==> config.mk <==
export PLATFORM = sky130hd
export DESIGN_NAME = ex_div_flat
export DESIGN_NICKNAME = d
export VERILOG_FILES = /design/src/rtl/ex_div_pkg.sv /design/src/rtl/ex_div_if.sv /design/src/rtl/ex_div.sv /design/src/flat_wrapper.sv
export SDC_FILE = /design/constraint.sdc
export NUM_CORES = 1
export LEC_CHECK = 0
export BUFFER_PORTS_ARGS = -buffer_cell sky130_fd_sc_hd__buf_4
export CORE_MARGIN = 1.5
export CORE_UTILIZATION = 55
export CTS_CLUSTER_DIAMETER = 60
export DETAILED_ROUTE_END_ITERATION = 7
export PLACE_DENSITY = 0.77
export SKIP_CTS_REPAIR_TIMING = 1
export SLEW_MARGIN = 20
export SYNTH_ARGS = -nofsm -noshare
export SYNTH_HDL_FRONTEND = slang
export SYNTH_SLANG_ARGS = --single-unit
==> constraint.sdc <==
create_clock -name clk -period 6.4 [get_ports clk]
set_clock_uncertainty 0.15 [all_clocks]
set_input_delay 0.96 -clock clk [delete_from_list [all_inputs] [get_ports clk]]
set_output_delay 0.96 -clock clk [all_outputs]
set_load 0.01 [all_outputs]
==> src/rtl/ex_div_pkg.sv <==
// ============================================================================
// ex_div_pkg : shared widths, op codes and divider state encodings
// Revision  : 1.0
// ============================================================================
`default_nettype none

package ex_div_pkg;

  localparam int ALU_OP_W = 8;
  localparam int REG_W    = 32;

  localparam logic [ALU_OP_W-1:0] EXE_DIV_OP  = 8'b00011010;
  localparam logic [ALU_OP_W-1:0] EXE_DIVU_OP = 8'b00011011;

  localparam logic [1:0] DIV_FREE    = 2'b00;
  localparam logic [1:0] DIV_BY_ZERO = 2'b01;
  localparam logic [1:0] DIV_ON      = 2'b10;
  localparam logic [1:0] DIV_END     = 2'b11;

  localparam logic DIV_RESULT_READY = 1'b1;
  localparam logic DIV_START        = 1'b1;

  function automatic logic is_div_op(input logic [ALU_OP_W-1:0] op);
    return (op == EXE_DIV_OP) || (op == EXE_DIVU_OP);
  endfunction

endpackage

`default_nettype wire

==> src/rtl/ex_div_if.sv <==
// ============================================================================
// ex_div_if : EX-stage operand/op feed into the divider and its HI/LO results
// Revision  : 1.0
// ============================================================================
`default_nettype none

interface ex_div_if;

  logic [ex_div_pkg::ALU_OP_W-1:0] ex_aluop;
  logic [ex_div_pkg::REG_W-1:0]    ex_reg1;
  logic [ex_div_pkg::REG_W-1:0]    ex_reg2;
  logic                            annul;
  logic                            stallreq;
  logic                            whilo_o;
  logic [ex_div_pkg::REG_W-1:0]    hi_o;
  logic [ex_div_pkg::REG_W-1:0]    lo_o;

  modport master (
    output ex_aluop, ex_reg1, ex_reg2, annul,
    input  stallreq, whilo_o, hi_o, lo_o
  );

  modport slave (
    input  ex_aluop, ex_reg1, ex_reg2, annul,
    output stallreq, whilo_o, hi_o, lo_o
  );

endinterface

`default_nettype wire

==> src/rtl/ex_div.sv <==
// ============================================================================
// ex_div : 32-iteration radix-2 restoring divider for DIV/DIVU with stall
// Revision  : 1.0
// ============================================================================
`default_nettype none

module ex_div
  import ex_div_pkg::*;
(
  input  logic      clk,
  input  logic      rst,
  ex_div_if.slave   bus
);

  logic [1:0]       state_q, state_d;
  logic [4:0]       cnt_q, cnt_d;
  logic [REG_W-1:0] dvd_q, dvd_d;
  logic [REG_W-1:0] dvs_q, dvs_d;
  logic [REG_W-1:0] rem_q, rem_d;
  logic [REG_W-1:0] raw_dvd_q, raw_dvd_d;
  logic             neg_quo_q, neg_quo_d;
  logic             neg_rem_q, neg_rem_d;
  logic [REG_W-1:0] hi_q, hi_d;
  logic [REG_W-1:0] lo_q, lo_d;

  logic             start;
  logic             is_signed;
  logic [REG_W:0]   rem_shift;
  logic             fits;
  logic [REG_W-1:0] rem_new;
  logic [REG_W-1:0] quo_new;
  logic             stallreq;
  logic             whilo;

  assign start     = is_div_op(bus.ex_aluop) && !bus.annul;
  assign is_signed = (bus.ex_aluop == EXE_DIV_OP);

  // dvd_q doubles as the quotient: dividend bits shift out the top while
  // quotient bits shift in at the bottom. 33-bit compare covers rem >= 2^31.
  assign rem_shift = {rem_q, dvd_q[REG_W-1]};
  assign fits      = (rem_shift >= {1'b0, dvs_q});
  assign rem_new   = fits ? (rem_shift[REG_W-1:0] - dvs_q) : rem_shift[REG_W-1:0];
  assign quo_new   = {dvd_q[REG_W-2:0], fits};

  always_ff @(posedge clk) begin
    if (rst) begin
      state_q   <= DIV_FREE;
      cnt_q     <= '0;
      dvd_q     <= '0;
      dvs_q     <= '0;
      rem_q     <= '0;
      raw_dvd_q <= '0;
      neg_quo_q <= 1'b0;
      neg_rem_q <= 1'b0;
      hi_q      <= '0;
      lo_q      <= '0;
    end else begin
      state_q   <= state_d;
      cnt_q     <= cnt_d;
      dvd_q     <= dvd_d;
      dvs_q     <= dvs_d;
      rem_q     <= rem_d;
      raw_dvd_q <= raw_dvd_d;
      neg_quo_q <= neg_quo_d;
      neg_rem_q <= neg_rem_d;
      hi_q      <= hi_d;
      lo_q      <= lo_d;
    end
  end

  always_comb begin
    state_d = state_q;
    unique case (state_q)
      DIV_FREE: begin
        if (start == DIV_START)
          state_d = (bus.ex_reg2 == '0) ? DIV_BY_ZERO : DIV_ON;
      end
      DIV_ON: begin
        if (bus.annul)
          state_d = DIV_FREE;
        else if (cnt_q == 5'd31)
          state_d = DIV_END;
      end
      DIV_BY_ZERO: state_d = bus.annul ? DIV_FREE : DIV_END;
      DIV_END:     state_d = DIV_FREE;
      default:     state_d = DIV_FREE;
    endcase
  end

  // Results are loaded only on the transition into DIV_END, so an annulled
  // division leaves hi/lo holding the previous result.
  always_comb begin
    cnt_d     = cnt_q;
    dvd_d     = dvd_q;
    dvs_d     = dvs_q;
    rem_d     = rem_q;
    raw_dvd_d = raw_dvd_q;
    neg_quo_d = neg_quo_q;
    neg_rem_d = neg_rem_q;
    hi_d      = hi_q;
    lo_d      = lo_q;
    unique case (state_q)
      DIV_FREE: begin
        if (start == DIV_START) begin
          dvd_d     = (is_signed && bus.ex_reg1[REG_W-1]) ? -bus.ex_reg1 : bus.ex_reg1;
          dvs_d     = (is_signed && bus.ex_reg2[REG_W-1]) ? -bus.ex_reg2 : bus.ex_reg2;
          raw_dvd_d = bus.ex_reg1;
          neg_quo_d = is_signed && (bus.ex_reg1[REG_W-1] ^ bus.ex_reg2[REG_W-1]);
          neg_rem_d = is_signed && bus.ex_reg1[REG_W-1];
          rem_d     = '0;
          cnt_d     = '0;
        end
      end
      DIV_ON: begin
        dvd_d = quo_new;
        rem_d = rem_new;
        cnt_d = cnt_q + 5'd1;
        if (state_d == DIV_END) begin
          lo_d = neg_quo_q ? -quo_new : quo_new;
          hi_d = neg_rem_q ? -rem_new : rem_new;
        end
      end
      DIV_BY_ZERO: begin
        if (state_d == DIV_END) begin
          lo_d = '1;
          hi_d = raw_dvd_q;
        end
      end
      default: ;
    endcase
  end

  always_comb begin
    stallreq = 1'b0;
    whilo    = ~DIV_RESULT_READY;
    unique case (state_q)
      DIV_FREE:            stallreq = (start == DIV_START);
      DIV_ON, DIV_BY_ZERO: stallreq = 1'b1;
      DIV_END:             whilo    = DIV_RESULT_READY;
      default: ;
    endcase
  end

  assign bus.stallreq = stallreq;
  assign bus.whilo_o  = whilo;
  assign bus.hi_o     = hi_q;
  assign bus.lo_o     = lo_q;

endmodule

`default_nettype wire
==> src/flat_wrapper.sv <==
// flat-port wrapper written by rule: the top's interface ports become plain ports
module ex_div_flat import ex_div_pkg::*;
  (clk, rst, bus_ex_aluop, bus_ex_reg1, bus_ex_reg2, bus_annul, bus_stallreq, bus_whilo_o, bus_hi_o, bus_lo_o);
  ex_div_if bus_i ();
  input  logic clk;
  input  logic rst;
  input wire logic [$bits(bus_i.ex_aluop)-1:0] bus_ex_aluop;
  input wire logic [$bits(bus_i.ex_reg1)-1:0] bus_ex_reg1;
  input wire logic [$bits(bus_i.ex_reg2)-1:0] bus_ex_reg2;
  input wire logic [$bits(bus_i.annul)-1:0] bus_annul;
  output wire logic [$bits(bus_i.stallreq)-1:0] bus_stallreq;
  output wire logic [$bits(bus_i.whilo_o)-1:0] bus_whilo_o;
  output wire logic [$bits(bus_i.hi_o)-1:0] bus_hi_o;
  output wire logic [$bits(bus_i.lo_o)-1:0] bus_lo_o;
  assign bus_i.ex_aluop = bus_ex_aluop;
  assign bus_i.ex_reg1 = bus_ex_reg1;
  assign bus_i.ex_reg2 = bus_ex_reg2;
  assign bus_i.annul = bus_annul;
  assign bus_stallreq = bus_i.stallreq;
  assign bus_whilo_o = bus_i.whilo_o;
  assign bus_hi_o = bus_i.hi_o;
  assign bus_lo_o = bus_i.lo_o;
  ex_div u_core (.clk(clk), .rst(rst), .bus(bus_i));
endmodule
==> flow_summary.json, run 1 <==
{
  "grt_overflow": 0,
  "end_kind": "flip-flop",
  "h-tree-depth": 1,
  "finalPower_mw": 3.42,
  "seqPwrFrac_pct": 38.9,
  "drv_slew": 0,
  "worstSetupPathType": "flip-flop to flip-flop",
  "dpl-instance-area_um2": 14200,
  "ff_latch_area_um2": 4020,
  "period_share_pct": 80.4,
  "drtIter0Drc": 1110,
  "combPwrFrac_pct": 16.9,
  "grt_util_all_layers_pct": 33.0,
  "fin_crit_ns": 5.15,
  "p_per_area_nw_per_um2": 226,
  "die_h_um": 157,
  "yosysSeqAreaShare_pct": 30.7,
  "drc": 0,
  "switching_share_pct": 27.6,
  "dr_total_vias": 13300,
  "portBuffers": 140,
  "total_leakage_power_nw": 5.83,
  "holdPathEnd": "u_core.raw_dvd_q[26]",
  "maxCapViolCount": 0,
  "grt_max_degree": 114,
  "maxSlewHeadroom_pct": 28.8,
  "setup_slack_ns": 1.25,
  "synthFlopType": "dfxtp_1",
  "nNetsFinal": 1940,
  "cts_buffers": 24,
  "syn-num-nets": 1873,
  "antenna_cells": 0,
  "r2r_end": "u_core.bus.hi_o[28]",
  "ir_drop_uv": 181,
  "drtPass1Iterations": 5,
  "power.share.clock_pct": 44.2,
  "final_common_cell": "nand2_1",
  "pre_cts_ws_ns": 1.36,
  "fin_tns_setup_ns": 0,
  "worstHoldStart": "u_core.raw_dvd_q[26]",
  "ys_seq_elements": 201,
  "core-area_um2": 23400,
  "route.detailed.wl_per_inst_um": 19.2,
  "antenna_found_initial": 0,
  "max_slew.worst_pin.slew_ns": 1.06,
  "dp_hpwl_um": 29900,
  "ant_nets": 0,
  "critPathLaunchType": "flip-flop",
  "start_util_pct": 56.0,
  "rrSetupSlack_ns": 1.25,
  "final_cell_mix": "nand2_1, nor2_1, dfxtp_1",
  "clock_path_buffers": 3,
  "rsz0062_at_grt": "false",
  "synth_edf_count": 0,
  "hold_violations": 0,
  "clock.fmax_mhz": 194,
  "finalWirelength_um": 41400,
  "path_clk_slew_ns": 0.06,
  "min_path_type": "flip-flop to flip-flop",
  "grt_pass1_wl_um": 64900,
  "syn_inst": 1755,
  "critPathArrivalTime_ns": 5.38,
  "synthesis.area_um2": 13100,
  "avgSynthCellArea_um2": 7.46,
  "critPathRequiredTime_ns": 6.64,
  "finalSetupViolCount": 0,
  "rr_startpoint": "u_core.rem_q[11]",
  "status": "finished, final reports clean",
  "multi_input_comb_area_um2": 8390,
  "rows": 56,
  "drive_above_1_share_pct": 12.8,
  "fp.dieArea_um2": 24700,
  "cts_sinks": 201,
  "grt_pass1_vias": 12200,
  "utilization_pct": 64.6,
  "reg2reg_depth": 18,
  "avgViaCountPerCell": 6.16,
  "clock_latency_ns": 0.55,
  "tritoncts": "yes",
  "async_flop_share_pct": 0,
  "gp_congestion": 0.945,
  "ios": 141,
  "p_int_mw": 2.47,
  "power.switching_mw": 0.942,
  "syn2layout_area_growth_pct": 15.4,
  "fin_area_um2": 15100,
  "root_buffer": "clkbuf_16",
  "cp_max_fo": 8,
  "fill_cells": 2138,
  "synth_cell_type_count": 85,
  "holdPathStages": 2,
  "yosysWarnings": 0,
  "die_x_um": 157
}
critical path, cell delays in order, from the launching register on:
cell,delay (ns)
dfxtp_1,0.51
ha_1,0.39
a21oi_1,0.23
o21ai_1,0.15
a221o_1,0.41
o21ai_1,0.24
nand2_2,0.22
o21ai_0,0.37
ha_1,0.28
nand2_1,0.07
nor3_1,0.41
nand3_1,0.13
nor3_1,0.22
a41o_1,0.15
o2111ai_1,0.15
or2_1,0.31
nor4_1,0.29
mux2i_1,0.23
a21oi_1,0.08
power by group through the flow:
stage | Clock, mW | Combinational (mW) | Sequential, mW
global placement | 0 | 0.560 | 1.36
global route | 1.57 | 0.624 | 1.33
floorplan | 0 | 0.332 | 1.37
detailed placement | 0 | 0.568 | 1.36
finish | 1.51 | 0.577 | 1.33
CTS | 1.52 | 0.572 | 1.33
synth_stat cells, types with 10 or more instances:
library cell	instances	share of area, %
xnor2_1	65	4.3
buf_2	25	0.96
a21oi_1	127	4.9
clkbuf_1	86	2.5
nand3_1	54	2.1
nor2_1	205	5.9
xor2_1	70	4.7
a31oi_1	38	1.8
or3_1	21	1.0
ha_1	42	4.0
nor4_1	20	0.96
mux2i_1	22	1.7
o211ai_1	10	0.57
nand4_1	13	0.62
o21ai_0	83	3.2
o31ai_1	26	1.5
nand2_1	261	7.5
a211oi_1	61	3.5
and3_1	16	0.76
dfxtp_1	201	31
o22ai_1	10	0.48
a22oi_1	19	1.1
nand2b_1	10	0.48
inv_1	58	1.7
a311oi_1	25	1.7
or4_1	17	0.97
nor3_1	35	1.3
flip-flops by register name (all words and copies together) (netlist names):
name / flops
u_core.bus.hi_o: 32
u_core.bus.lo_o: 32
u_core.dvd_q: 32
u_core.dvs_q: 32
u_core.raw_dvd_q: 32
u_core.rem_q: 32
u_core.cnt_q: 5
u_core.state_q: 2
u_core.neg_quo_q: 1
u_core.neg_rem_q: 1
cell type report:
type                       instances  area share [%]
multi-input combinational       1378            55.5
sequential                       201            26.6
timing repair buffer             158            7.88
clock buffer                      35            4.71
tap                              319            2.64
inverter                          59            1.47
clock inverter                     9            1.15
logic make-up (layout without fill, tap and decap cells):
logic type	Yosys count	after routing	synth area share, %
AO/OA/AOI/OAI	481	481	24.4
XOR/XNOR	135	135	9.03
buffers and inverters	176	261	5.31
multiplexers	26	26	2.03
flip-flops	201	201	30.7
adder cells (fa/ha/maj)	43	43	4.17
AND/OR/NAND/NOR	693	693	24.3
routing by layer:
metal / global-route usage, % / wire [µm]
met3: 3.66 / 2770
met2: 54.7 / 19300
met4: 13.7 / 1750
met5: 0 / 0
met1: 43.7 / 17600
worst max-delay path by stage:
stage                                start                   to  slack (ns)  depth (start not counted)
after CTS                 u_core.rem_q[11]  u_core.bus.hi_o[28]        1.33                         18
after global routing      u_core.rem_q[11]  u_core.bus.hi_o[28]        0.82                         18
after global placement    u_core.rem_q[11]  u_core.bus.hi_o[28]        1.55                         18
after detailed placement  u_core.rem_q[11]  u_core.bus.hi_o[28]        1.36                         18
final                     u_core.rem_q[11]  u_core.bus.hi_o[28]        1.25                         18
after floorplan           u_core.rem_q[11]  u_core.bus.lo_o[28]        1.62                         19
through the flow:
stage	std cells	hold slack, ns
2_1_floorplan	1755	0.282
3_3_place_gp	2115	0.289
3_5_place_dp	2115	0.292
4_1_cts	2159	0.300
5_1_grt	2159	0.322
6_report	2159	0.299
(Power assumes the default switching activity.)
==> run 2, diff against run 1 <==
ABC_AREA = 1   (was not set)
clock period = 4.8 ns   (was 6.4 ns; I/O delays follow)
==> flow_summary.json, run 2 <==
{
  "status": "finished, final reports clean",
  "finalSetupViolCount": 0,
  "fill_cells": 2250,
  "slowest_delay_ns": 0.36,
  "total_leakage_power_nw": 7.42,
  "rsz0062_at_grt": "false",
  "final_common_cell": "nand2_1",
  "dp_hpwl_um": 37200,
  "final_cell_mix": "nand2_1, inv_1, a21oi_1",
  "syn-num-nets": 2283,
  "clock_latency_ns": 0.54,
  "min_path_type": "flip-flop to flip-flop",
  "hold_violations": 0,
  "nNetsFinal": 2386,
  "grt_util_all_layers_pct": 37.4,
  "ant_nets": 0,
  "fp.dieArea_um2": 25800,
  "rows": 57,
  "ys_seq_elements": 201,
  "tritoncts": "yes",
  "grt_max_degree": 61,
  "synth.top_cells.by_area": "dfxtp_1, nand2_1, a21oi_1",
  "synthFlopType": "dfxtp_1",
  "post-synth-top-area-fraction_pct": 29.4,
  "route.detailed.wl_per_inst_um": 18.8,
  "path_common_cell": "nand2_1",
  "gp_congestion": 1.03,
  "cts_sinks": 201,
  "critPathSlowestCell": "ha_1",
  "path_buf_inv": 2,
  "root_buffer": "clkbuf_16",
  "fin_crit_ns": 4.24,
  "antenna_found_initial": 1,
  "synthesis.area_um2": 13700,
  "fin_tns_setup_ns": 0,
  "core-area_um2": 24300,
  "critPathLaunchType": "flip-flop",
  "path_cells": "ha_1, nand2_1, inv_2, a21oi_2, nand3_2, nand2_1, nand2_2, nand3_4, nand2_8, inv_4, ha_1, nand3_1, nor3_1, nand2_1, nor3_1, nand2_1, nor2_1, nand3_1, nor3_2, a31oi_1, a21oi_1, o21ai_0, xnor2_1, a21oi_1",
  "cts_buffers": 24,
  "critPathRequiredTime_ns": 5.06,
  "grt_pass1_vias": 13500,
  "synth_edf_count": 0,
  "synth_commonest_cells": "nand2_1, inv_1, a21oi_1",
  "async_flop_share_pct": 0,
  "cp_max_fo": 4,
  "worstSetupPathType": "flip-flop to flip-flop",
  "drv_slew": 0,
  "syn2layout_area_growth_pct": 15.1,
  "critPathArrivalTime_ns": 4.50,
  "end_kind": "flip-flop",
  "yosysTopAreaCell": "dfxtp_1",
  "start_util_pct": 56.2,
  "grt_overflow": 0,
  "maxSlewHeadroom_pct": 33.0,
  "yosysWarnings": 0,
  "path_delay_family": "simple AND/OR/NAND/NOR gates",
  "portBuffers": 140,
  "grt_pass1_wl_um": 75400,
  "rrSetupSlack_ns": 0.56,
  "die_x_um": 161,
  "clock.fmax_mhz": 236,
  "period_share_pct": 88.4,
  "max_slew.worst_pin.slew_ns": 1.00,
  "post-synth-top-count-cell": "nand2_1",
  "drtIter0Drc": 1691,
  "utilization_pct": 64.7,
  "finalWirelength_um": 49000,
  "yosysSeqAreaShare_pct": 29.4,
  "path_clk_slew_ns": 0.06,
  "dr_total_vias": 15000,
  "drc": 0,
  "die_h_um": 161,
  "h-tree-depth": 1,
  "ios": 141,
  "avgSynthCellArea_um2": 6.31,
  "clock_path_buffers": 3,
  "ir_drop_uv": 324,
  "syn_inst": 2165,
  "maxCapViolCount": 0,
  "p_per_area_nw_per_um2": 359,
  "avgViaCountPerCell": 5.77,
  "synth_cell_type_count": 57,
  "drtPass1Iterations": 7,
  "drive_above_1_share_pct": 12.8
}
-- run 2: cell types whose count changed in the layout (fill, tap and decap cells not counted), sizes merged, moves of 17 or more --
cell / delta
a211oi: -54
a21oi: +103
a22oi: -18
a311oi: -25
inv: +210
mux2i: -22
nand2: +272
nand3: +63
nor2: +33
o21ai: +91
o31ai: -24
or3: -21
or4: -17
xnor2: -50
-- run 2: worst paths after layout --
check	depth (start not counted)	to	start
setup / recovery	24	u_core.bus.lo_o[30]	u_core.rem_q[7]
hold / removal	2	u_core.raw_dvd_q[30]	u_core.raw_dvd_q[30]
setup reg to reg	24	u_core.bus.lo_o[30]	u_core.rem_q[7]
hold reg to reg	2	u_core.raw_dvd_q[30]	u_core.raw_dvd_q[30]
-- run 2: cell families after synthesis --
| group | synth area share (%) |
|---|---|
| AND/OR/NAND/NOR | 31.6 |
| AO/OA/AOI/OAI | 19.7 |
| buffers and inverters | 10.4 |
| flip-flops | 29.4 |
| XOR/XNOR | 4.87 |
| adder cells (fa/ha/maj) | 3.99 |
-- run 2: per-stage QoR --
stage                     hold slack (ns)  instances  power, mW  instance area, µm²  worst slack [ns]
after detailed placement            0.294       2564       3.83               14900             0.269
after global placement              0.289       2564       3.81               14900             0.428
final                               0.301       2609       5.65               15700             0.557
after CTS                           0.304       2606       5.62               15700             0.247
after global routing                0.316       2608       5.93               15700             0.124
after floorplan                     0.280       2165       3.09               13700             0.977
-- run 2: routing by layer --
metal	vias to the layer above	track usage, %	wire (µm)
li1	7292	-	-
met1	6915	53.4	21700
met2	749	54.0	20200
met3	93	11.3	5910
met4	0	10.4	1250
met5	-	0	0
-- run 2: power by group --
group | switching (mW) | internal [mW] | leakage, nW | total, mW
Clock | 0.738 | 1.06 | 0.377 | 1.80
Combinational | 1.23 | 0.663 | 5.42 | 1.89
Sequential | 0.109 | 1.85 | 1.63 | 1.96
Total | 2.07 | 3.57 | 7.42 | 5.65
-- run 2: final cells by class --
cell class,instances,area (µm²),area share (%)
flip-flops and latches,201,4020,25.6
well taps,324,405,2.58
inverters,274,1030,6.56
multi-input cells,1602,8240,52.4
clock inverters,10,118,0.748
diodes,1,2.50,0.0159
clock buffers,32,651,4.14
repair buffers,165,1250,7.96
-- run 2: worst min-delay path, delay by kind of cell (launching register included) --
kind	cells	cell delay, ns
AO/OA/AOI/OAI	1	0.05
flip-flops	1	0.30
buffers and inverters	1	0.06
==> run 3, diff against run 2 <==
SKIP_CTS_REPAIR_TIMING = not set   (was 1)
clock period = 4.37 ns   (was 4.8 ns; I/O delays follow)
==> flow_summary.json, run 3 (synthesized netlist as in run 2, its figures left out) <==
{
  "cp_max_fo": 30,
  "worstSetupPathType": "flip-flop to flip-flop",
  "rr_startpoint": "u_core.dvs_q[9]",
  "route.detailed.wl_per_inst_um": 18.5,
  "grt_util_all_layers_pct": 36.8,
  "maxSlewHeadroom_pct": 32.3,
  "maxCapViolCount": 0,
  "grt_pass1_vias": 13800,
  "grt_overflow": 0,
  "dpl-instance-area_um2": 15000,
  "hold_violations": 0,
  "syn2layout_area_growth_pct": 15.8,
  "drtPass1Iterations": 6,
  "final_cell_mix": "nand2_1, inv_1, a21oi_1",
  "total_leakage_power_nw": 7.48,
  "min_path_type": "input port to flip-flop",
  "die_x_um": 161,
  "grt_max_degree": 63,
  "ios": 141,
  "rsz0062_at_grt": "false",
  "finalSetupViolCount": 0,
  "antenna_cells": 0,
  "cts_sinks": 201,
  "drive_above_1_share_pct": 13.3,
  "core-area_um2": 24300,
  "clock.fmax_mhz": 252,
  "critPathLaunchType": "flip-flop",
  "drv_slew": 0,
  "gp_congestion": 1.03,
  "cp-endpoint": "u_core.bus.hi_o[28]",
  "rows": 57,
  "post_cts.repair.setup_buffers": 0,
  "antenna_found_initial": 0,
  "die_h_um": 161,
  "status": "finished, final reports clean",
  "finalWirelength_um": 48400,
  "end_kind": "flip-flop",
  "avgViaCountPerCell": 5.74,
  "critPathRequiredTime_ns": 4.61,
  "fin_cells": 2615,
  "fin_tns_setup_ns": 0,
  "start_util_pct": 56.2,
  "path_clk_slew_ns": 0.06,
  "tritoncts": "yes",
  "fp.dieArea_um2": 25800,
  "nNetsFinal": 2390,
  "fin_area_um2": 15800,
  "portBuffers": 140,
  "cp-startpoint": "u_core.dvs_q[9]",
  "dp_hpwl_um": 36300,
  "clock_latency_ns": 0.54,
  "grt_pass1_wl_um": 74500,
  "critPathSlowestCell": "buf_4",
  "path_common_cell": "nand2_1",
  "dr_total_vias": 15000,
  "drc": 0,
  "ant_nets": 0,
  "postCtsHoldBufs": 0,
  "clock_path_buffers": 3,
  "drtIter0Drc": 1661,
  "root_buffer": "clkbuf_16",
  "fill_cells": 2350,
  "rrSetupSlack_ns": 0.41,
  "r2r_end": "u_core.bus.hi_o[28]",
  "slowest_delay_ns": 0.37,
  "max_slew.worst_pin.slew_ns": 1.01,
  "p_per_area_nw_per_um2": 401,
  "cts_buffers": 25,
  "finalPower_mw": 6.34,
  "final_common_cell": "nand2_1",
  "place_inst": 2569,
  "period_share_pct": 90.7,
  "h-tree-depth": 1,
  "critPathArrivalTime_ns": 4.21,
  "reg2reg_depth": 25,
  "ir_drop_uv": 373,
  "fin_crit_ns": 3.96
}
==> run 3: changes by cell type in the layout (fill, tap and decap cells not counted), moves of 2 or more <==
| cell | previous run | this run |
|---|---|---|
| buf_4 | 164 | 167 |
| clkbuf_1 | 6 | 4 |
| clkinv_2 | 5 | 3 |
| clkbuf_8 | 2 | 4 |
| clkinvlp_4 | 1 | 3 |
| inv_6 | 1 | 4 |
==> run 3: critical path: cells and delay by family (launching register included) <==
| kind | cells | cell delay, ns |
|---|---|---|
| flip-flops | 1 | 0.30 |
| AND/OR/NAND/NOR | 17 | 2.08 |
| AO/OA/AOI/OAI | 2 | 0.14 |
| buffers and inverters | 4 | 0.59 |
| adder cells (fa/ha/maj) | 2 | 0.53 |
==> run 3: repair_timing <==
item / in CTS / in global routing
endpoints found under the setup margin: 0 / 4
endpoints found under the hold margin: 0 / 0
resized for setup: 0 / 4
==> run 3: worst min path at each step <==
stage               slack (ns)  cells past startpoint              endpoint            startpoint
global placement          0.29                      2  u_core.raw_dvd_q[16]  u_core.raw_dvd_q[16]
global route              0.26                      3   u_core.raw_dvd_q[1]        bus_ex_reg1[1]
detailed placement        0.30                      2  u_core.raw_dvd_q[28]  u_core.raw_dvd_q[28]
floorplan                 0.28                      2  u_core.raw_dvd_q[10]  u_core.raw_dvd_q[10]
CTS                       0.25                      3  u_core.raw_dvd_q[27]       bus_ex_reg1[27]
finish                    0.26                      3  u_core.raw_dvd_q[27]       bus_ex_reg1[27]
==> run 3: area by class of cell <==
| type | count | area, µm² | share of cell area, % |
|---|---|---|---|
| Sequential cell | 201 | 4020 | 25.4 |
| Multi-Input combinational cell | 1602 | 8260 | 52.2 |
| Tap cell | 324 | 405 | 2.56 |
| Timing Repair Buffer | 168 | 1270 | 8.04 |
| Inverter | 274 | 1030 | 6.51 |
| Clock inverter | 13 | 144 | 0.909 |
| Clock buffer | 33 | 696 | 4.39 |
==> run 3: routing by layer <==
layer	vias up	part of all wire (%)	global-route usage, %
met4	0	2.7	10.8
met3	91	13	11.4
met1	6883	43	51.6
met5	-	0	0
li1	7289	-	-
met2	759	42	54.2
==> run 3: report_power, final <==
group | switching, mW | total [mW] | internal [mW]
Sequential | 0.120 | 2.15 | 2.03
Combinational | 1.34 | 2.07 | 0.731
Clock | 0.874 | 2.13 | 1.25
==> run 3: per-stage QoR <==
stage	setup WS (ns)	utilization, %	hold WS, ns
finish	0.407	65.1	0.263
global route	0.0504	65.1	0.261
CTS	0.219	65.0	0.249
detailed placement	0.252	61.6	0.295
global placement	0.411	61.6	0.292
floorplan	0.547	-	0.280
